## config.mk

```make
export PLATFORM = sky130hd
export DESIGN_NAME = mem_port_arbiter_flat
export DESIGN_NICKNAME = d
export VERILOG_FILES = /design/src/rtl/mem_port_arbiter_pkg.sv /design/src/rtl/mem_port_arbiter_if.sv /design/src/rtl/mem_port_arbiter_mux2.sv /design/src/rtl/mem_port_arbiter_rr_arb2.sv /design/src/rtl/mem_port_arbiter.sv /design/src/flat_wrapper.sv
export SDC_FILE = /design/constraint.sdc
export NUM_CORES = 1
export LEC_CHECK = 0
export CAP_MARGIN = 40
export CORE_ASPECT_RATIO = 1.75
export CORE_MARGIN = 3
export CORE_UTILIZATION = 37
export CTS_CLUSTER_SIZE = 10
export DETAILED_ROUTE_END_ITERATION = 12
export PLACE_DENSITY = 0.79
export SYNTH_ARGS = -nofsm -noshare
export SYNTH_HDL_FRONTEND = slang
export SYNTH_HIERARCHICAL = 1
export SYNTH_SLANG_ARGS = --single-unit
```

## constraint.sdc

```tcl
create_clock -name clk -period 4.52 [get_ports clk]
set_input_delay 0.678 -clock clk [delete_from_list [all_inputs] [get_ports clk]]
set_output_delay 0.678 -clock clk [all_outputs]
set_load 0.1 [all_outputs]
```

## src/rtl/mem_port_arbiter_pkg.sv

```systemverilog
// Shared types for the data-memory port arbiter.
// FSM encoding and default timeout.
package mem_port_arbiter_pkg;

  typedef enum logic {
    IDLE = 1'b0,
    BUSY = 1'b1
  } state_e;

  localparam int TIMEOUT_DEF = 16;
  localparam int CNT_W_DEF   = 5;

endpackage

```

## src/rtl/mem_port_arbiter_if.sv

```systemverilog
// Shared data-memory port bundle.
// master = arbiter side, slave = memory side.
interface mem_port_arbiter_if #(
  parameter int ADDR_W = 32,
  parameter int DATA_W = 32
);

  logic              mem_req;
  logic [ADDR_W-1:0] mem_addr;
  logic [DATA_W-1:0] mem_wdata;
  logic              mem_we;
  logic [DATA_W-1:0] mem_rdata;
  logic              mem_ack;

  modport master (
    output mem_req, mem_addr, mem_wdata, mem_we,
    input  mem_rdata, mem_ack
  );

  modport slave (
    input  mem_req, mem_addr, mem_wdata, mem_we,
    output mem_rdata, mem_ack
  );

endinterface

```

## src/rtl/mem_port_arbiter_mux2.sv

```systemverilog
// Generic 2:1 bus mux.
// s=0 selects a, s=1 selects b.
module mux2 #(
  parameter int W = 32
) (
  input  logic [W-1:0] a,
  input  logic [W-1:0] b,
  input  logic         s,
  output logic [W-1:0] y
);

  assign y = s ? b : a;

endmodule

```

## src/rtl/mem_port_arbiter_rr_arb2.sv

```systemverilog
// Two-way round-robin grant, combinational.
// prio picks the winner only when both request.
module rr_arb2 (
  input  logic req0,
  input  logic req1,
  input  logic prio,
  output logic gnt_valid,
  output logic gnt_idx
);

  always_comb begin
    gnt_valid = req0 | req1;
    gnt_idx   = 1'b0;
    unique case (1'b1)
      (req0 & req1):  gnt_idx = prio;
      (req1 & ~req0): gnt_idx = 1'b1;
      default:        gnt_idx = 1'b0;
    endcase
  end

endmodule

```

## src/rtl/mem_port_arbiter.sv

```systemverilog
// Fetch vs load/store arbiter for the shared data-memory port.
// One transaction in flight; ack or timeout returns to IDLE.
module mem_port_arbiter
  import mem_port_arbiter_pkg::*;
#(
  parameter int DATA_W  = 32,
  parameter int ADDR_W  = 32,
  parameter int TIMEOUT = TIMEOUT_DEF,
  parameter int CNT_W   = CNT_W_DEF
) (
  input  logic              clk,
  input  logic              rst_n,
  input  logic              req0,
  input  logic [ADDR_W-1:0] addr0,
  input  logic [DATA_W-1:0] wdata0,
  input  logic              we0,
  input  logic              req1,
  input  logic [ADDR_W-1:0] addr1,
  input  logic [DATA_W-1:0] wdata1,
  input  logic              we1,
  output logic              ack0,
  output logic              ack1,
  output logic              err,
  output logic [DATA_W-1:0] rdata,
  output logic              sel,
  output logic              busy,
  mem_port_arbiter_if.master mem
);

  localparam logic [CNT_W-1:0] TLAST = CNT_W'(TIMEOUT - 1);
  localparam logic [CNT_W-1:0] CMAX  = '1;

  state_e            state_q, state_d;
  logic              prio_q;
  logic [CNT_W-1:0]  cnt_q;
  logic [ADDR_W-1:0] addr_q, addr_m;
  logic [DATA_W-1:0] wdata_q, wdata_m;
  logic              we_q, we_m;
  logic              gnt_valid, gnt_idx;
  logic              grant, done, tmo;
  logic              r0, r1;

  // The requester just acked may still hold req this cycle.
  assign r0 = req0 & ~ack0;
  assign r1 = req1 & ~ack1;

  rr_arb2 u_arb (
    .req0      (r0),
    .req1      (r1),
    .prio      (prio_q),
    .gnt_valid (gnt_valid),
    .gnt_idx   (gnt_idx)
  );

  mux2 #(.W(ADDR_W)) u_amux (
    .a (addr0),
    .b (addr1),
    .s (gnt_idx),
    .y (addr_m)
  );

  mux2 #(.W(DATA_W)) u_dmux (
    .a (wdata0),
    .b (wdata1),
    .s (gnt_idx),
    .y (wdata_m)
  );

  assign we_m = gnt_idx ? we1 : we0;

  assign busy          = (state_q == BUSY);
  assign mem.mem_req   = busy;
  assign mem.mem_addr  = addr_q;
  assign mem.mem_wdata = wdata_q;
  assign mem.mem_we    = we_q;

  always_comb begin
    state_d = state_q;
    grant   = 1'b0;
    done    = 1'b0;
    tmo     = 1'b0;
    unique case (state_q)
      IDLE: begin
        if (gnt_valid) begin
          grant   = 1'b1;
          state_d = BUSY;
        end
      end
      BUSY: begin
        if (mem.mem_ack) begin
          done    = 1'b1;
          state_d = IDLE;
        end else if (TIMEOUT != 0 && cnt_q == TLAST) begin
          tmo     = 1'b1;
          state_d = IDLE;
        end
      end
      default: state_d = IDLE;
    endcase
  end

  always_ff @(posedge clk or negedge rst_n) begin
    if (!rst_n) begin
      state_q <= IDLE;
      prio_q  <= 1'b0;
      cnt_q   <= '0;
      sel     <= 1'b0;
      addr_q  <= '0;
      wdata_q <= '0;
      we_q    <= 1'b0;
      ack0    <= 1'b0;
      ack1    <= 1'b0;
      err     <= 1'b0;
      rdata   <= '0;
    end else begin
      state_q <= state_d;
      ack0    <= 1'b0;
      ack1    <= 1'b0;
      err     <= 1'b0;
      if (grant) begin
        sel     <= gnt_idx;
        addr_q  <= addr_m;
        wdata_q <= wdata_m;
        we_q    <= we_m;
        cnt_q   <= '0;
      end else if (done || tmo) begin
        ack0   <= ~sel;
        ack1   <= sel;
        err    <= tmo;
        rdata  <= (done && !we_q) ? mem.mem_rdata : '0;
        we_q   <= 1'b0;
        prio_q <= ~sel;
      end else if (busy && cnt_q != CMAX) begin
        cnt_q <= cnt_q + 1'b1;
      end
    end
  end

endmodule

```

## src/flat_wrapper.sv

```systemverilog
// flat-port wrapper written by rule: the top's interface ports become plain ports
module mem_port_arbiter_flat import mem_port_arbiter_pkg::*;
#(
  parameter int DATA_W  = 32,
  parameter int ADDR_W  = 32,
  parameter int TIMEOUT = TIMEOUT_DEF,
  parameter int CNT_W   = CNT_W_DEF
)
  (clk, rst_n, req0, addr0, wdata0, we0, req1, addr1, wdata1, we1, ack0, ack1, err, rdata, sel, busy, mem_mem_req, mem_mem_addr, mem_mem_wdata, mem_mem_we, mem_mem_rdata, mem_mem_ack);
  mem_port_arbiter_if #(.ADDR_W(ADDR_W), .DATA_W(DATA_W)) mem_i ();
  input  logic clk;
  input  logic rst_n;
  input  logic req0;
  input  logic [ADDR_W-1:0] addr0;
  input  logic [DATA_W-1:0] wdata0;
  input  logic we0;
  input  logic req1;
  input  logic [ADDR_W-1:0] addr1;
  input  logic [DATA_W-1:0] wdata1;
  input  logic we1;
  output logic ack0;
  output logic ack1;
  output logic err;
  output logic [DATA_W-1:0] rdata;
  output logic sel;
  output logic busy;
  output wire logic [$bits(mem_i.mem_req)-1:0] mem_mem_req;
  output wire logic [$bits(mem_i.mem_addr)-1:0] mem_mem_addr;
  output wire logic [$bits(mem_i.mem_wdata)-1:0] mem_mem_wdata;
  output wire logic [$bits(mem_i.mem_we)-1:0] mem_mem_we;
  input wire logic [$bits(mem_i.mem_rdata)-1:0] mem_mem_rdata;
  input wire logic [$bits(mem_i.mem_ack)-1:0] mem_mem_ack;
  assign mem_mem_req = mem_i.mem_req;
  assign mem_mem_addr = mem_i.mem_addr;
  assign mem_mem_wdata = mem_i.mem_wdata;
  assign mem_mem_we = mem_i.mem_we;
  assign mem_i.mem_rdata = mem_mem_rdata;
  assign mem_i.mem_ack = mem_mem_ack;
  mem_port_arbiter #(.DATA_W(DATA_W), .ADDR_W(ADDR_W), .TIMEOUT(TIMEOUT), .CNT_W(CNT_W)) u_core (.clk(clk), .rst_n(rst_n), .req0(req0), .addr0(addr0), .wdata0(wdata0), .we0(we0), .req1(req1), .addr1(addr1), .wdata1(wdata1), .we1(we1), .ack0(ack0), .ack1(ack1), .err(err), .rdata(rdata), .sel(sel), .busy(busy), .mem(mem_i));
endmodule
```

==> results.toml <==
[placement]
dpl-instance-area_um2 = 10100
portBuffers = 269
dp_hpwl_um = 14800
place.gp.congestion = 0.786

[floorplan]
pin_count = 270
die_height_um = 162
initial_core_util = 0.382
core_um2 = 13500
die-area_um2 = 15500
die_w_um = 95.4
std_cell_rows = 56

[sta]
slew_violations = 0
relSlewSlack = 0.507
period_minus_slack_ps = 2590
setup-violations-final = 0
setup_tns_ps = 0
worst_slew_pin_slew_ps = 738
rsz0062_at_grt = "false"
finClkSkew_ps = 10.7
fin_crit_sh = 0.573
fmax_mhz = 386
final_hold_viol_count = 0

[synth]
ys_seq_area_frac = 0.523
ys.flop_type = "dfrtp_1"
muxShareOfSynthArea = 0.185
yosys.area.top_type = "dfrtp_1"
syn_nets = 640
synth_top_area_share = 0.523
synth_top_family_by_area = "multiplexers"
synth_xor_area_frac = 0.00169
synth_cells = 470
synth-seq-cells = 108
synth_commonest_cells = "nand2_1, dfrtp_1, mux2_4"
synth_most_common_cell = "nand2_1"
synthAdderAreaFrac = 0.00726
synth-async-reset-ratio = 1.00
ys.warnings.count = 6
synth.avg_cell_area_um2 = 11.0
synth_compound_area_frac = 0.0694
synth_simple_gate_area_frac = 0.162
synth_edf_count = 0
syn_area_um2 = 5170
synth_cell_types = 30
ys_top_cells_by_area = "dfrtp_1, mux2_4, nand2_1, a22o_1, buf_12"

[detailed_routing]
antenna_left = 0
drc_errors = 0
wl_um = 18300
via_per_inst = 4.81
drt_iter0_drc = 209
num_vias = 4854
dr.pass1.iters = 6
avgRoutedWirePerCell_um = 18.2

[setup_path]
critPathCaptureType = "flip-flop"
regToRegSetupSlack_ps = 2340
r2r-end = "u_core/busy"
r2r-start = "u_core/ack0"
crit_required_ps = 4690
arrival_ps = 2760
worstSetupPathType = "in -> reg"
worst_r2r_path_depth = 5
worst-path-max-fanout = 41
start_kind = "input port"

[clock_network]
clk_pin_slew_ps = 70
cts_sinks = 108
cts_tree = "done"
cts_setup_buffers = 0
postCtsHoldBufs = 0
clock_latency_ps = 330
cts_max_level = 3
cts_root_buf = "clkbuf_16"
cts_buffers = 9
clock_path_buffers = 2
post_cts_resized = 0

[layout]
final_area_um2 = 10400
nFillCells = 748
multi_input_area_um2 = 2220
regArea_um2 = 2700
fin_nets = 1000
diodes = 0
syn_to_final_growth_pct = 101
drive_above_1_share = 0.238

[hold_path]
hold_class = "in -> async"

[outcome]
status = "finished, final reports clean"

[global_routing]
antenna_found_initial = 0
first_global_vias = 5656
grt.overflow.total = 0
grt_pass1_wl_um = 28400
grt.total_usage = 0.241
grt_max_degree = 65

[flow_run]
max-cap-violations = 0
kinds of logic (layout without fill, tap and decap cells):
| family | Yosys count | count (layout) |
|---|---|---|
| AOI/OAI and AO/OA | 43 | 43 |
| and+or+nand+nor | 214 | 214 |
| adders and majority gates | 3 | 3 |
| buffers and inverters | 36 | 401 |
| xor gates and xnor gates | 1 | 1 |
| muxes | 65 | 65 |
| DFF | 108 | 108 |
cells in the final DEF (no fill, tap or decap), drive strengths merged, types with 2 or more instances in the layout:
cell type | synthesis | layout
dfrtp | 108 | 108
o21ai | 7 | 7
mux2 | 64 | 64
ha | 3 | 3
inv | 5 | 7
a22o | 32 | 32
clkinv | 0 | 2
clkdlybuf4s50 | 0 | 268
nor2b | 2 | 2
nand3 | 6 | 6
nor2 | 4 | 4
clkbuf | 8 | 12
nand2 | 196 | 196
buf | 23 | 112
sequential cells by signal, indices dropped and copies added, names as in the netlist, 5 cells and up:
name                  cells
u_core/cnt_q              5
u_core/mem.mem_wdata     32
u_core/mem.mem_addr      32
u_core/rdata             32
final cells by class:
cell class              count  area share
repair buffers            380       0.476
flip-flops and latches    108       0.260
multi-input cells         326       0.213
clock buffers              12      0.0247
well taps                 174      0.0209
clock inverters             4     0.00301
inverters                   5     0.00181
through the flow:
step / util / hold slack [ps] / worst slack, ps / cells
detailed placement: 0.747 / 463 / 1630 / 993
finish: 0.769 / 166 / 1930 / 1009
global placement: 0.585 / 457 / 1710 / 887
CTS: 0.769 / 150 / 1960 / 1009
floorplan: - / 382 / 2320 / 470
global route: 0.769 / 154 / 1810 / 1009
how the worst max path moves through the flow:
stage / start / end / slack [ps] / cells after the start
floorplan: u_core/ack0 / u_core/mem.mem_addr[30] / 2320 / 7
global placement: req0 / u_core/cnt_q[2] / 1710 / 7
detailed placement: req0 / u_core/cnt_q[2] / 1630 / 7
CTS: req0 / u_core/mem.mem_we / 1960 / 7
global route: req0 / u_core/cnt_q[3] / 1810 / 7
finish: req0 / u_core/busy / 1930 / 6
worst max-delay path, cell delays in order:
cell and delay [ps]:
clkdlybuf4s50_1 400, nor2b_1 170, or2_1 260, nand2b_2 490, buf_4 510, o21ai_0 210
routing by layer:
layer | part of all wire | vias up | global-route usage
met5 | 0 | - | 0
li1 | - | 2260 | -
met2 | 0.58 | 198 | 0.460
met3 | 0.058 | 43 | 0.0499
met4 | 0.034 | 0 | 0.0979
met1 | 0.33 | 2353 | 0.245
Power is left out: the tool's default activity adds up to more than one toggle a clock period on the data nets, which glitch-free logic cannot reach.
